[src/rtl/booth_divider.sv]
// booth_divider: sequential signed divider that produces one quotient bit per
// clock using non-restoring division on operand magnitudes.
// The quotient and remainder truncate toward zero, and the remainder takes the
// sign of the dividend. A divisor of zero takes a short path that reports the
// condition through div_by_zero.
module booth_divider #(
    parameter int WIDTH = 8
) (
    input  logic             clk,
    input  logic             n_rst,
    input  logic             start,
    input  logic [WIDTH-1:0] dividend,
    input  logic [WIDTH-1:0] divisor,
    output logic             busy,
    output logic             done,
    output logic [WIDTH-1:0] quotient,
    output logic [WIDTH-1:0] remainder,
    output logic             div_by_zero
);

    localparam int CW = $clog2(WIDTH);
    localparam logic [CW-1:0] CNT_LAST = CW'(WIDTH - 1);
    localparam logic [CW-1:0] CNT_ONE  = CW'(1);

    typedef enum logic [1:0] {
        S_IDLE = 2'd0,
        S_CALC = 2'd1,
        S_FIX  = 2'd2,
        S_DONE = 2'd3
    } state_t;

    state_t           r_state;
    state_t           w_state_nxt;

    logic [WIDTH:0]   r_p;          // signed partial remainder, one guard bit
    logic [WIDTH-1:0] r_q;          // dividend magnitude shifting into quotient
    logic [WIDTH-1:0] r_d;          // divisor magnitude
    logic [CW-1:0]    r_cnt;
    logic             r_q_neg;
    logic             r_r_neg;
    logic [WIDTH-1:0] r_dvd;        // raw dividend, reported on divide-by-zero
    logic             r_dbz_pend;   // DONE entered straight from IDLE, load results first

    logic             w_start_acc;
    logic             w_div_zero;
    logic [WIDTH-1:0] w_dvd_mag;
    logic [WIDTH-1:0] w_dsr_mag;
    logic [WIDTH:0]   w_d_ext;
    logic [WIDTH:0]   w_p_sh;
    logic [WIDTH:0]   w_p_step;
    logic [WIDTH-1:0] w_rem_mag;
    logic [WIDTH-1:0] w_q_signed;
    logic [WIDTH-1:0] w_r_signed;

    assign w_start_acc = (r_state == S_IDLE) && start;
    assign w_div_zero  = (divisor == {WIDTH{1'b0}});

    // Magnitudes are unsigned WIDTH-bit, so -2^(WIDTH-1) maps cleanly to 2^(WIDTH-1).
    assign w_dvd_mag = dividend[WIDTH-1] ? ({WIDTH{1'b0}} - dividend) : dividend;
    assign w_dsr_mag = divisor[WIDTH-1]  ? ({WIDTH{1'b0}} - divisor)  : divisor;

    // One non-restoring step. The sign of P before the shift selects subtract or add.
    // The guard bit is enough because P stays within [-2|D|, 2|D|) after the shift.
    assign w_d_ext  = {1'b0, r_d};
    assign w_p_sh   = {r_p[WIDTH-1:0], r_q[WIDTH-1]};
    assign w_p_step = r_p[WIDTH] ? (w_p_sh + w_d_ext) : (w_p_sh - w_d_ext);

    // Final restore. The corrected remainder lies in [0, |D|), so WIDTH bits hold it.
    assign w_rem_mag  = r_p[WIDTH] ? (r_p[WIDTH-1:0] + r_d) : r_p[WIDTH-1:0];
    assign w_q_signed = r_q_neg ? ({WIDTH{1'b0}} - r_q) : r_q;
    assign w_r_signed = r_r_neg ? ({WIDTH{1'b0}} - w_rem_mag) : w_rem_mag;

    // State register.
    always_ff @(posedge clk or negedge n_rst) begin
        if (!n_rst) begin
            r_state <= S_IDLE;
        end else begin
            r_state <= w_state_nxt;
        end
    end

    // Next-state logic. A start pulse is honoured only in IDLE.
    always_comb begin
        w_state_nxt = r_state;
        case (r_state)
            S_IDLE: begin
                if (start) begin
                    w_state_nxt = w_div_zero ? S_DONE : S_CALC;
                end else begin
                    w_state_nxt = S_IDLE;
                end
            end
            S_CALC: begin
                if (r_cnt == CNT_LAST) begin
                    w_state_nxt = S_FIX;
                end else begin
                    w_state_nxt = S_CALC;
                end
            end
            S_FIX: begin
                w_state_nxt = S_DONE;
            end
            S_DONE: begin
                if (r_dbz_pend) begin
                    w_state_nxt = S_DONE;
                end else begin
                    w_state_nxt = S_IDLE;
                end
            end
            default: begin
                w_state_nxt = S_IDLE;
            end
        endcase
    end

    // Datapath and registered outputs: capture, iterate, fix signs, then strobe done.
    always_ff @(posedge clk or negedge n_rst) begin
        if (!n_rst) begin
            r_p         <= {(WIDTH+1){1'b0}};
            r_q         <= {WIDTH{1'b0}};
            r_d         <= {WIDTH{1'b0}};
            r_cnt       <= {CW{1'b0}};
            r_q_neg     <= 1'b0;
            r_r_neg     <= 1'b0;
            r_dvd       <= {WIDTH{1'b0}};
            r_dbz_pend  <= 1'b0;
            busy        <= 1'b0;
            done        <= 1'b0;
            quotient    <= {WIDTH{1'b0}};
            remainder   <= {WIDTH{1'b0}};
            div_by_zero <= 1'b0;
        end else begin
            case (r_state)
                S_IDLE: begin
                    if (w_start_acc) begin
                        r_p         <= {(WIDTH+1){1'b0}};
                        r_q         <= w_dvd_mag;
                        r_d         <= w_dsr_mag;
                        r_cnt       <= {CW{1'b0}};
                        r_q_neg     <= dividend[WIDTH-1] ^ divisor[WIDTH-1];
                        r_r_neg     <= dividend[WIDTH-1];
                        r_dvd       <= dividend;
                        r_dbz_pend  <= w_div_zero;
                        busy        <= 1'b1;
                        done        <= 1'b0;
                        quotient    <= {WIDTH{1'b0}};
                        remainder   <= {WIDTH{1'b0}};
                        div_by_zero <= 1'b0;
                    end
                end
                S_CALC: begin
                    r_p   <= w_p_step;
                    r_q   <= {r_q[WIDTH-2:0], ~w_p_step[WIDTH]};
                    r_cnt <= r_cnt + CNT_ONE;
                end
                S_FIX: begin
                    r_p       <= {1'b0, w_rem_mag};
                    quotient  <= w_q_signed;
                    remainder <= w_r_signed;
                    done      <= 1'b1;
                end
                S_DONE: begin
                    if (r_dbz_pend) begin
                        r_dbz_pend  <= 1'b0;
                        quotient    <= {WIDTH{1'b1}};
                        remainder   <= r_dvd;
                        div_by_zero <= 1'b1;
                        done        <= 1'b1;
                    end else begin
                        done <= 1'b0;
                        busy <= 1'b0;
                    end
                end
                default: begin
                    done <= 1'b0;
                    busy <= 1'b0;
                end
            endcase
        end
    end

endmodule
[config.mk]
export PLATFORM = sky130hd
export DESIGN_NAME = booth_divider
export DESIGN_NICKNAME = d
export VERILOG_FILES = /design/src/rtl/booth_divider.sv
export SDC_FILE = /design/constraint.sdc
export NUM_CORES = 1
export LEC_CHECK = 0
export CAP_MARGIN = 25
export CORE_ASPECT_RATIO = 0.75
export CORE_MARGIN = 8
export CORE_UTILIZATION = 58
export DETAILED_ROUTE_END_ITERATION = 6
export PLACE_DENSITY = 0.81
export SYNTH_ARGS = -nofsm -noshare
export SYNTH_HDL_FRONTEND = slang
export SYNTH_SLANG_ARGS = --single-unit
[constraint.sdc]
create_clock -name clk -period 3.88 [get_ports clk]
set_input_delay 0.776 -clock clk [delete_from_list [all_inputs] [get_ports clk]]
set_output_delay 0.776 -clock clk [all_outputs]
set_load 0.01 [all_outputs]
==> summary.md <==
| Metric | Value |
|---|---|
| Crit Path Category | reg2reg |
| Initial core utilization | 0.590 |
| Number of distinct library cells after synthesis | 50 |
| Total power | 0.00369 W |
| Wire per inst | 16.8 microns |
| Die width | 111 microns |
| Pins Over Slew Limit | 0 |
| Cell Area, Placed | 0.00438 sq mm |
| Place WS | 987 ps |
| CTS tree | done |
| Register area share after synthesis | 0.374 |
| Nets | 540 |
| Final Core Density | 0.684 |
| Sink Count | 59 |
| Startpoint Class | flip-flop |
| Root Buffer Master | clkbuf_8 |
| Insertion delay to the later sink of the worst-skew pair | 340 ps |
| Ports | 38 |
| Ys flop type | dfrtp_1 |
| Setup Buffers After CTS | 0 |
| DRC viols | 0 |
| Worst r2r path cells | 10 |
| Hold_buf cts | 0 |
| Post-Syn Area | 0.00395 sq mm |
| Crit end category | flip-flop |
| Yosys warning count | 0 |
| Layout area overhead | 16.0% |
| Hold Crit Class | in2async |
| Layout cells sized above 1 | 0.0783 |
| GPL Wtd Cong | 0.936 |
| Final wirelength | 9.78 mm |
| Die H | 87.5 microns |
| R2r startpoint | r_p[8] |
| Fmax | 335 MHz |
| Final WS setup | 896 ps |
| #FFs+latches synth | 59 |
| Area contributors post-synth | dfrtp_1 (37%), ha_1 (8.2%), o21ai_0 (6.1%) |
| Starting DRT DRC Count | 246 |
| P per Cell Area | 804 mW/mm^2 |
| Top-count cell post-synth | dfrtp_1 |
| Inserted Clock Buffers | 9 |
| DR pass1 iterations | 5 |
| Number of vias per cell | 5.98 |
| RSZ-0062 raised after global routing | false |
| Tcrit/Tclk final | 0.769 |
| Setup TNS | 0 ps |
| Row count | 26 |
| CTS H-Tree Depth | 3 |
| Setup slack, reg-to-reg | 900 ps |
| Arr. time, crit path | 3190 ps |
| Die area | 0.00974 sq mm |
| Period minus WS final | 2980 ps |
| Clock tree buffer depth | 2 |
| Hold Vio Cnt, Final | 0 |
| Post-synth EDFFs | 0 |
| Worst-path fanout max | 20 |
| Post-synth top cells | dfrtp_1 (59), nand2_1 (58), o21ai_0 (48), nor2_1 (43), a21oi_1 (39) |
| P_leak | 2.00 nW |
| Setup Viol. Count Final | 0 |
| Initial antenna violation count | 0 |
| Clk slew on worst S/H paths | 70 ps |
| Setup Skew | 10.9 ps |
| First-pass GRT wire length | 16.1 mm |
| Maximum vdd drop | 442 uV |
| Number of global-route vias before repair | 3341 |
| Worst-margin pin slew | 629 ps |
| Asr flop ratio synth | 1.00 |
| Input/output buffers | 37 |
| Cells after Synth | 457 |
| DP HPWL | 7.56 mm |
| N_diodes | 0 |
| Post-synth top area share | 0.374 |
| Status | completed |
| Critical Path RT | 4090 ps |
| Post-synth net total | 504 |
| Post-CTS sizing | 0 |
| DRT antenna net count | 0 |
| Core Region | 0.00670 sq mm |
| Largest net degree at the start of global routing | 45 |
| Mapped Avg Cell Area | 8.65 sq um |
| GRT overflow | 0 |
| Final instance area | 0.00458 sq mm |
| Max Cap Viol | 0 |
| Leading area contributor after synthesis | dfrtp_1 |
| Total track usage | 0.205 |
| DR vias | 3483 |
| Relative slew slack | 0.581 |
| RR Endpoint | r_p[8] |
logic make-up after synthesis:
logic type / after synthesis / share of synthesized area
buffers and inverters: 45 / 0.0453
AO/OA/AOI/OAI: 133 / 0.210
flip-flops: 59 / 0.374
multiplexers: 16 / 0.0434
adder cells (fa/ha/maj): 28 / 0.0925
XOR/XNOR: 35 / 0.0776
AND/OR/NAND/NOR: 141 / 0.157
cell type report:
type / count / area [sq um]
multi-input combinational: 353 / 2300
timing repair buffer: 43 / 420
fill: 539 / 2120
inverter: 27 / 101
tap: 84 / 105
clock inverter: 4 / 25.0
clock buffer: 12 / 155
sequential: 59 / 1480
worst max path at each step:
stage | from | end | depth (start not counted)
finish | r_p[8] | r_p[8] | 10
global route | r_p[8] | r_p[8] | 10
detailed placement | r_p[8] | r_p[8] | 10
floorplan | r_p[8] | r_p[7] | 11
global placement | r_p[8] | r_p[7] | 9
CTS | r_p[8] | r_p[8] | 10
power by group:
part | internal [W] | leakage, nW | total (W) | switching (W)
Combinational | 0.000909 | 1.17 | 0.00204 | 0.00113
Clock | 0.000264 | 0.0884 | 0.000513 | 0.000248
Sequential | 0.000860 | 0.743 | 0.00113 | 0.000274
Total | 0.00203 | 2.00 | 0.00369 | 0.00165
per-layer routing:
layer,share of wire,global-route usage,vias up,wire length (microns)
li1,-,-,1671,-
met1,0.47,0.285,1661,4610
met2,0.43,0.305,137,4200
met3,0.085,0.0503,14,836
met4,0.014,0.0651,0,136
met5,0,0,-,0
state kept, by name (all words and copies together) (netlist names):
name         count
r_p              9
r_q_neg          1
done             1
busy             1
r_q              8
r_state          2
r_cnt            3
quotient         8
r_r_neg          1
r_dbz_pend       1
r_d              8
remainder        8
div_by_zero      1
r_dvd            7
placed cells by master (no fill, tap or decap), types with 2 or more instances in the layout:
master,netlist,routed
o22ai_1,6,6
clkinv_2,0,2
a21boi_0,2,2
a22oi_1,5,5
a21oi_1,39,38
clkdlybuf4s50_1,0,36
nand3_1,5,5
nand2b_1,8,8
nor2b_1,7,7
a31oi_1,3,3
a22o_1,2,2
a21o_1,3,3
o31ai_1,4,4
inv_1,27,27
mux2_2,9,9
buf_4,0,4
a211o_1,2,2
buf_2,0,2
nor2_1,43,43
mux2i_1,7,7
o31ai_2,2,2
o21ai_0,48,48
or3_1,5,5
clkinvlp_4,0,2
nand2_1,58,58
o21a_1,3,3
fa_1,2,2
ha_1,26,26
xor2_1,19,19
clkbuf_8,1,11
o2111a_1,2,2
dfrtp_1,59,59
nor3_1,6,6
xnor2_1,16,16
nor4_1,2,2
per-stage QoR:
stage	std cells	hold WS, ps
after global placement	564	472
after CTS	581	493
final	582	234
after floorplan	457	450
after global routing	582	217
after detailed placement	565	477
critical path, cell delays in order, from the launching register on:
cell,delay [ps]
dfrtp_1,750
mux2_2,300
inv_1,60
fa_1,400
nor2b_1,170
o21ai_0,120
a21boi_0,270
o21ai_0,210
a21oi_1,210
xor2_1,250
o22ai_1,120
(Power assumes the default switching activity.)
